**src/rtl/core_mem_arbiter.sv**
```systemverilog
// Round-robin arbiter sharing one single-port data memory between several cores.
// Each access runs IDLE -> ISSUE (-> WAIT for reads); cores that signalled endop are skipped.
module core_mem_arbiter #(
   parameter int core_count = 3,
   parameter int addr_width = 12,
   parameter int data_width = 12
) (
   input  logic                             clk,
   input  logic                             reset,
   input  logic                             start,
   input  logic [core_count-1:0]            req,
   input  logic [core_count-1:0]            we,
   input  logic [core_count*addr_width-1:0] addr,
   input  logic [core_count*data_width-1:0] wdata,
   input  logic [core_count-1:0]            endop,
   output logic [core_count-1:0]            gnt,
   output logic [core_count-1:0]            rvalid,
   output logic [data_width-1:0]            rdata,
   output logic                             mem_en,
   output logic                             mem_we,
   output logic [addr_width-1:0]            mem_addr,
   output logic [data_width-1:0]            mem_wdata,
   input  logic [data_width-1:0]            mem_rdata,
   output logic                             busy,
   output logic                             all_done
);

   localparam int idx_w = (core_count > 1) ? $clog2(core_count) : 1;

   localparam logic [1:0] st_idle  = 2'd0;
   localparam logic [1:0] st_issue = 2'd1;
   localparam logic [1:0] st_wait  = 2'd2;

   localparam logic [idx_w-1:0]      last_rst = idx_w'(core_count - 1);
   localparam logic [core_count-1:0] one_c    = {{(core_count-1){1'b0}}, 1'b1};

   logic [1:0]              state_q, state_d;
   logic [idx_w-1:0]        win_q, win_d;
   logic [idx_w-1:0]        last_q, last_d;
   logic                    wr_q, wr_d;
   logic [addr_width-1:0]   addr_q, addr_d;
   logic [data_width-1:0]   wdata_q, wdata_d;
   logic [core_count-1:0]   done_mask_q, done_mask_d;
   logic [core_count-1:0]   gnt_q, gnt_d;
   logic [core_count-1:0]   rvalid_q, rvalid_d;
   logic [data_width-1:0]   rdata_q, rdata_d;
   logic                    mem_en_q, mem_en_d;
   logic                    mem_we_q, mem_we_d;
   logic [addr_width-1:0]   mem_addr_q, mem_addr_d;
   logic [data_width-1:0]   mem_wdata_q, mem_wdata_d;
   logic                    busy_q, busy_d;
   logic                    all_done_q, all_done_d;

   logic [core_count-1:0]   elig_s;
   logic                    found_s;
   logic [idx_w-1:0]        win_s;

   // Round-robin search starting just after the previous winner, with wrap-around
   always_comb begin
      int               cand;
      logic [idx_w-1:0] cand_idx;
      logic             take;
      elig_s   = req & ~done_mask_q;
      found_s  = 1'b0;
      win_s    = last_q;
      cand     = 0;
      cand_idx = {idx_w{1'b0}};
      take     = 1'b0;
      for (int k = 1; k <= core_count; k++) begin
         cand     = (int'(last_q) + k >= core_count) ? int'(last_q) + k - core_count
                                                     : int'(last_q) + k;
         cand_idx = idx_w'(cand);
         take     = ~found_s & elig_s[cand_idx];
         win_s    = take ? cand_idx : win_s;
         found_s  = found_s | elig_s[cand_idx];
      end
   end

   // Next-state and next-output logic for the access sequencer
   always_comb begin
      state_d     = state_q;
      win_d       = win_q;
      last_d      = last_q;
      wr_d        = wr_q;
      addr_d      = addr_q;
      wdata_d     = wdata_q;
      gnt_d       = {core_count{1'b0}};
      rvalid_d    = {core_count{1'b0}};
      rdata_d     = rdata_q;
      mem_en_d    = 1'b0;
      mem_we_d    = 1'b0;
      mem_addr_d  = mem_addr_q;
      mem_wdata_d = mem_wdata_q;
      // start clears the run's history, but an endop in the same cycle still lands
      done_mask_d = (start ? {core_count{1'b0}} : done_mask_q) | endop;
      case (state_q)
         st_idle: begin
            if (found_s) begin
               win_d   = win_s;
               last_d  = win_s;
               wr_d    = we[win_s];
               addr_d  = addr[int'(win_s)*addr_width +: addr_width];
               wdata_d = wdata[int'(win_s)*data_width +: data_width];
               state_d = st_issue;
            end else begin
               state_d = st_idle;
            end
         end
         st_issue: begin
            mem_en_d    = 1'b1;
            mem_we_d    = wr_q;
            mem_addr_d  = addr_q;
            mem_wdata_d = wdata_q;
            gnt_d       = one_c << win_q;
            state_d     = wr_q ? st_idle : st_wait;
         end
         st_wait: begin
            rdata_d  = mem_rdata;
            rvalid_d = one_c << win_q;
            state_d  = st_idle;
         end
         default: begin
            state_d = st_idle;
         end
      endcase
      busy_d     = (state_d != st_idle);
      all_done_d = &done_mask_d;
   end

   // State and registered outputs
   always_ff @(posedge clk or posedge reset) begin
      if (reset) begin
         state_q     <= st_idle;
         win_q       <= {idx_w{1'b0}};
         last_q      <= last_rst;
         wr_q        <= 1'b0;
         addr_q      <= {addr_width{1'b0}};
         wdata_q     <= {data_width{1'b0}};
         done_mask_q <= {core_count{1'b0}};
         gnt_q       <= {core_count{1'b0}};
         rvalid_q    <= {core_count{1'b0}};
         rdata_q     <= {data_width{1'b0}};
         mem_en_q    <= 1'b0;
         mem_we_q    <= 1'b0;
         mem_addr_q  <= {addr_width{1'b0}};
         mem_wdata_q <= {data_width{1'b0}};
         busy_q      <= 1'b0;
         all_done_q  <= 1'b0;
      end else begin
         state_q     <= state_d;
         win_q       <= win_d;
         last_q      <= last_d;
         wr_q        <= wr_d;
         addr_q      <= addr_d;
         wdata_q     <= wdata_d;
         done_mask_q <= done_mask_d;
         gnt_q       <= gnt_d;
         rvalid_q    <= rvalid_d;
         rdata_q     <= rdata_d;
         mem_en_q    <= mem_en_d;
         mem_we_q    <= mem_we_d;
         mem_addr_q  <= mem_addr_d;
         mem_wdata_q <= mem_wdata_d;
         busy_q      <= busy_d;
         all_done_q  <= all_done_d;
      end
   end

   assign gnt       = gnt_q;
   assign rvalid    = rvalid_q;
   assign rdata     = rdata_q;
   assign mem_en    = mem_en_q;
   assign mem_we    = mem_we_q;
   assign mem_addr  = mem_addr_q;
   assign mem_wdata = mem_wdata_q;
   assign busy      = busy_q;
   assign all_done  = all_done_q;

endmodule

```
**config.mk**
```make
export PLATFORM = sky130hd
export DESIGN_NAME = core_mem_arbiter
export DESIGN_NICKNAME = d
export VERILOG_FILES = /design/src/rtl/core_mem_arbiter.sv
export SDC_FILE = /design/constraint.sdc
export NUM_CORES = 1
export LEC_CHECK = 0
export ABC_CLOCK_PERIOD_IN_PS = 3270
export CORE_MARGIN = 5
export CORE_UTILIZATION = 45
export DETAILED_ROUTE_END_ITERATION = 8
export PLACE_DENSITY = 0.8
export SLEW_MARGIN = 20
export SYNTH_ARGS = -nofsm -noshare
export SYNTH_HDL_FRONTEND = slang
export SYNTH_SLANG_ARGS = --single-unit
```
**constraint.sdc**
```tcl
create_clock -name clk -period 3.27 [get_ports clk]
set_clock_uncertainty 0.05 [all_clocks]
set_input_delay 0.4905 -clock clk [delete_from_list [all_inputs] [get_ports clk]]
set_output_delay 0.4905 -clock clk [all_outputs]
set_load 0.01 [all_outputs]
```
==> impl_metrics.prom <==
# TYPE chip_impl_metric gauge
chip_impl_info{name="run_status",value="complete, no violations"} 1
chip_impl_info{name="setup.worst_path.start",value="last_q[1]$_DFFE_PP1P_"} 1
chip_impl_metric{name="syn_inst",unit=""} 435
chip_impl_metric{name="initial_core_util",unit="%"} 45.5
chip_impl_metric{name="die_area",unit="µm²"} 10700
chip_impl_info{name="rsz_0062_raised_after_global_routing",value="false"} 1
chip_impl_metric{name="highest_ir_drop_seen_on_vdd",unit="µV"} 621
chip_impl_info{name="worst_min_path_start",value="wdata_q[4]$_DFFE_PP0P_"} 1
chip_impl_metric{name="worst_ep_arrival_time",unit="ps"} 3210
chip_impl_metric{name="cp.required",unit="ps"} 3480
chip_impl_metric{name="fin_util",unit="%"} 64.6
chip_impl_metric{name="min_period_over_period",unit="%"} 91.6
chip_impl_metric{name="p_clk_share",unit="%"} 14.5
chip_impl_info{name="synth_most_common_cell",value="sky130_fd_sc_hd__nand2_1"} 1
chip_impl_info{name="synth_common_cells",value="111 x sky130_fd_sc_hd__nand2_1, 78 x sky130_fd_sc_hd__dfrtp_1, 35 x sky130_fd_sc_hd__nor2_1"} 1
chip_impl_info{name="holdPathEnd",value="mem_wdata[4]$_DFFE_PP0P_"} 1
chip_impl_metric{name="track_usage",unit="%"} 20.2
chip_impl_metric{name="synthesis.yosys.warnings",unit=""} 0
chip_impl_metric{name="yosys.area_share.xor_xnor",unit="%"} 0
chip_impl_info{name="start_kind",value="flip-flop"} 1
chip_impl_info{name="cts_tree",value="built"} 1
chip_impl_metric{name="via_per_inst",unit=""} 5.27
chip_impl_metric{name="path_max_fanout",unit=""} 51
chip_impl_metric{name="synth-simple-area-share",unit="%"} 25.1
chip_impl_metric{name="clock.fmax",unit="MHz"} 334
chip_impl_metric{name="via_count",unit=""} 3560
chip_impl_metric{name="synth-seq-area-share",unit="%"} 50.3
chip_impl_metric{name="min_path_cells",unit=""} 2
chip_impl_metric{name="clock_insertion_delay_worst_skew",unit="ps"} 350
chip_impl_metric{name="layout-area-overhead-vs-synth",unit="%"} 41.9
chip_impl_metric{name="count_of_hold_fix_buffers_inserted_at_cts",unit=""} 0
chip_impl_metric{name="syn_area",unit="µm²"} 3930
chip_impl_metric{name="grt_first_pass_wirelength",unit="mm"} 16.7
chip_impl_metric{name="fin_total_pwr",unit="mW"} 5.94
chip_impl_metric{name="first_pass_iters",unit=""} 5
chip_impl_metric{name="finalHoldViolCount",unit=""} 0
chip_impl_info{name="critical_path.reg2reg.endpoint",value="wdata_q[10]$_DFFE_PP0P_"} 1
chip_impl_metric{name="final.setup.tns",unit="ps"} 0
chip_impl_metric{name="post_synth_fa_ha_maj_area_fraction",unit="%"} 0.955
chip_impl_info{name="synth_largest_area_cell",value="sky130_fd_sc_hd__dfrtp_1"} 1
chip_impl_metric{name="worst_pin_slew",unit="ps"} 777
chip_impl_metric{name="place.gp.congestion",unit=""} 0.926
chip_impl_metric{name="combPwrFrac",unit="%"} 57.2
chip_impl_metric{name="avgSynthCellArea",unit="µm²"} 9.04
chip_impl_metric{name="clkSinkCount",unit=""} 79
chip_impl_metric{name="chipHeight",unit="µm"} 103
chip_impl_metric{name="synth.distinct_cells",unit=""} 43
chip_impl_metric{name="design.core.area",unit="µm²"} 8640
chip_impl_metric{name="synth-compound-area-share",unit="%"} 17.5
chip_impl_metric{name="maximum_number_of_pins_on_one_net_before_global_route_repair",unit=""} 52
chip_impl_info{name="clk_root_buffer_cell",value="sky130_fd_sc_hd__clkbuf_8"} 1
chip_impl_metric{name="detailed_place.area",unit="µm²"} 5350
chip_impl_metric{name="post_cts_resize_count",unit=""} 0
chip_impl_metric{name="p_int",unit="mW"} 3.43
chip_impl_metric{name="finish.net_count",unit=""} 663
chip_impl_metric{name="synth_nets",unit=""} 534
chip_impl_metric{name="switching_power",unit="mW"} 2.51
chip_impl_metric{name="cap_viol_max_count",unit=""} 0
chip_impl_metric{name="die-width",unit="µm"} 103
chip_impl_info{name="synth_top_cells_by_area",value="sky130_fd_sc_hd__dfrtp_1 50%, sky130_fd_sc_hd__nand2_1 11%, sky130_fd_sc_hd__a21boi_0 4.8%"} 1
chip_impl_metric{name="synth-edff-count",unit=""} 0
chip_impl_info{name="hold_path_class",value="flip-flop to flip-flop"} 1
chip_impl_metric{name="clock_tree.htree_level_count",unit=""} 3
chip_impl_info{name="r2r_start",value="last_q[1]$_DFFE_PP1P_"} 1
chip_impl_metric{name="critPathMaxStageDelay",unit="ps"} 590
chip_impl_metric{name="design_area",unit="µm²"} 5580
chip_impl_metric{name="post_route_cells_drive_above_1_share",unit="%"} 6.88
chip_impl_metric{name="setup.reg_to_reg.worst_slack",unit="ps"} 270
chip_impl_metric{name="finalWorstPathRequiredPeriod",unit="ps"} 3000
chip_impl_metric{name="relSlewSlack",unit="%"} 48.1
chip_impl_metric{name="initial_antenna_violation_count",unit=""} 0
chip_impl_metric{name="placement.io_buffers",unit=""} 141
chip_impl_metric{name="clk_transition_reported_paths",unit="ps"} 70
chip_impl_metric{name="synthMuxAreaShare",unit="%"} 0.255
chip_impl_metric{name="cts_made_buffers",unit=""} 9
chip_impl_info{name="synth_ff_type",value="sky130_fd_sc_hd__dfrtp_1"} 1
chip_impl_metric{name="post_cts.repair.setup_buffers",unit=""} 0
chip_impl_metric{name="grt_pass1_vias",unit=""} 3434
chip_impl_info{name="cp_slowest_cell",value="sky130_fd_sc_hd__dfstp_2"} 1
chip_impl_metric{name="setup_viol",unit=""} 0
chip_impl_metric{name="power.share.sequential",unit="%"} 28.3
chip_impl_info{name="worst-setup-path-type",value="flip-flop to flip-flop"} 1
chip_impl_metric{name="ant_nets",unit=""} 0
chip_impl_metric{name="detail_route.wl_per_cell",unit="µm"} 15.5
chip_impl_metric{name="cts.path.max_buffers",unit=""} 2
chip_impl_metric{name="ys_async_sr_fraction",unit="%"} 100
chip_impl_metric{name="fill_cells",unit=""} 716
chip_impl_metric{name="postSynthRegisterBits",unit=""} 79
chip_impl_metric{name="r2r.worst_path.cells",unit=""} 8
chip_impl_metric{name="power.density_cell_area",unit="nW/µm²"} 1060
chip_impl_metric{name="switching_fraction",unit="%"} 42.2
chip_impl_metric{name="drc_errors",unit=""} 0
chip_impl_metric{name="drt-total-wl",unit="mm"} 10.5
chip_impl_metric{name="detailedPlacementHpwl",unit="mm"} 7.59
chip_impl_metric{name="top_level_ports",unit=""} 142
chip_impl_info{name="crit_chain",value="inv_1 > ha_1 > and3b_1 > o21bai_4 > nand2b_4 > and2_4 > nand3_1 > a31oi_1"} 1
chip_impl_info{name="worst_setup_path_end_kind",value="flip-flop"} 1
chip_impl_metric{name="power.leakage",unit="nW"} 2.50
chip_impl_metric{name="drt_first_iter_violations",unit=""} 191
chip_impl_metric{name="globalRouteOverflowTotal",unit=""} 0
chip_impl_metric{name="slew_viol_final",unit=""} 0
chip_impl_metric{name="rows",unit=""} 34
chip_impl_metric{name="synthDominantCellAreaShare",unit="%"} 49.6
chip_impl_metric{name="n_antenna_cell",unit=""} 0
chip_impl_info{name="dominant_combinational_cell_family_by_area_after_synthesis",value="simple AND/OR/NAND/NOR gates"} 1
==> flip-flops by register name, summed over array words and instances (netlist names), 2 cells and up <==
| signal | count |
|---|---|
| wdata_q | 12 |
| mem_addr | 12 |
| rvalid | 3 |
| mem_wdata | 12 |
| rdata | 12 |
| gnt | 3 |
| done_mask_q | 3 |
| win_q | 2 |
| addr_q | 12 |
| state_q | 2 |
==> cells by family (layout without fill, tap and decap cells) <==
family          after synthesis  count (layout)
mux                           1               1
flops                        79              79
compound gates               96              96
fa+ha+maj                     3               3
simple gates                217             217
buf+inv                      39             171
==> worst max-delay path by stage <==
stage	to	slack, ps	depth (start not counted)
2_1_floorplan	addr_q[0]$_DFFE_PP0P_	710	1
3_3_place_gp	wdata_q[10]$_DFFE_PP0P_	520	8
3_5_place_dp	wdata_q[10]$_DFFE_PP0P_	360	8
4_1_cts	wdata_q[10]$_DFFE_PP0P_	300	8
5_1_grt	addr_q[11]$_DFFE_PP0P_	100	8
6_report	wdata_q[10]$_DFFE_PP0P_	270	8
==> power by group through the flow <==
stage	registers, mW	clock network [mW]	logic, mW
CTS	1.69	0.866	3.42
global route	1.74	0.926	3.76
finish	1.68	0.859	3.40
floorplan	1.78	0	2.42
global placement	1.68	0	3.27
detailed placement	1.70	0	3.39
==> through the flow <==
stage	hold WS [ps]	instances	setup slack, ps
detailed placement	401	661	359
finish	418	675	273
global placement	398	661	520
floorplan	376	435	708
global route	438	675	102
CTS	421	675	304
==> layout make-up <==
| class | count | area, µm² | area share, % |
|---|---|---|---|
| tap | 108 | 135 | 2.42 |
| clock buffer | 10 | 138 | 2.47 |
| timing repair buffer | 151 | 1490 | 26.6 |
| sequential | 79 | 1980 | 35.5 |
| inverter | 6 | 23.8 | 0.426 |
| clock inverter | 4 | 95.1 | 1.70 |
| multi-input combinational | 317 | 1720 | 30.9 |
==> worst max-delay path, delay by kind of cell (launching register included) <==
kind | cells | cell delay (ps)
buf+inv | 1 | 80
fa+ha+maj | 1 | 440
simple gates | 4 | 1290
compound gates | 2 | 460
flops | 1 | 590
==> per-layer routing <==
layer	global-route usage (%)	share of wire [%]
met1	26.0	40
met2	33.4	51
met3	4.83	7.8
met4	6.87	1.3
met5	0	0
==> layout by cell type (no fill, tap or decap), drive strengths merged, types with 6 or more instances in the layout <==
cell           synthesis  final
a21boi                25     25
a21oi                  6      6
a31oi                 25     25
and3                  28     28
buf                   17     10
clkbuf                16     10
clkdlybuf4s50          0    141
dfrtp                 78     78
nand2                111    111
nand2b                 6      6
nand3                 26     26
nor2                  35     35
o21ai                 28     28
No activity file was read; power rests on OpenSTA's default activity.
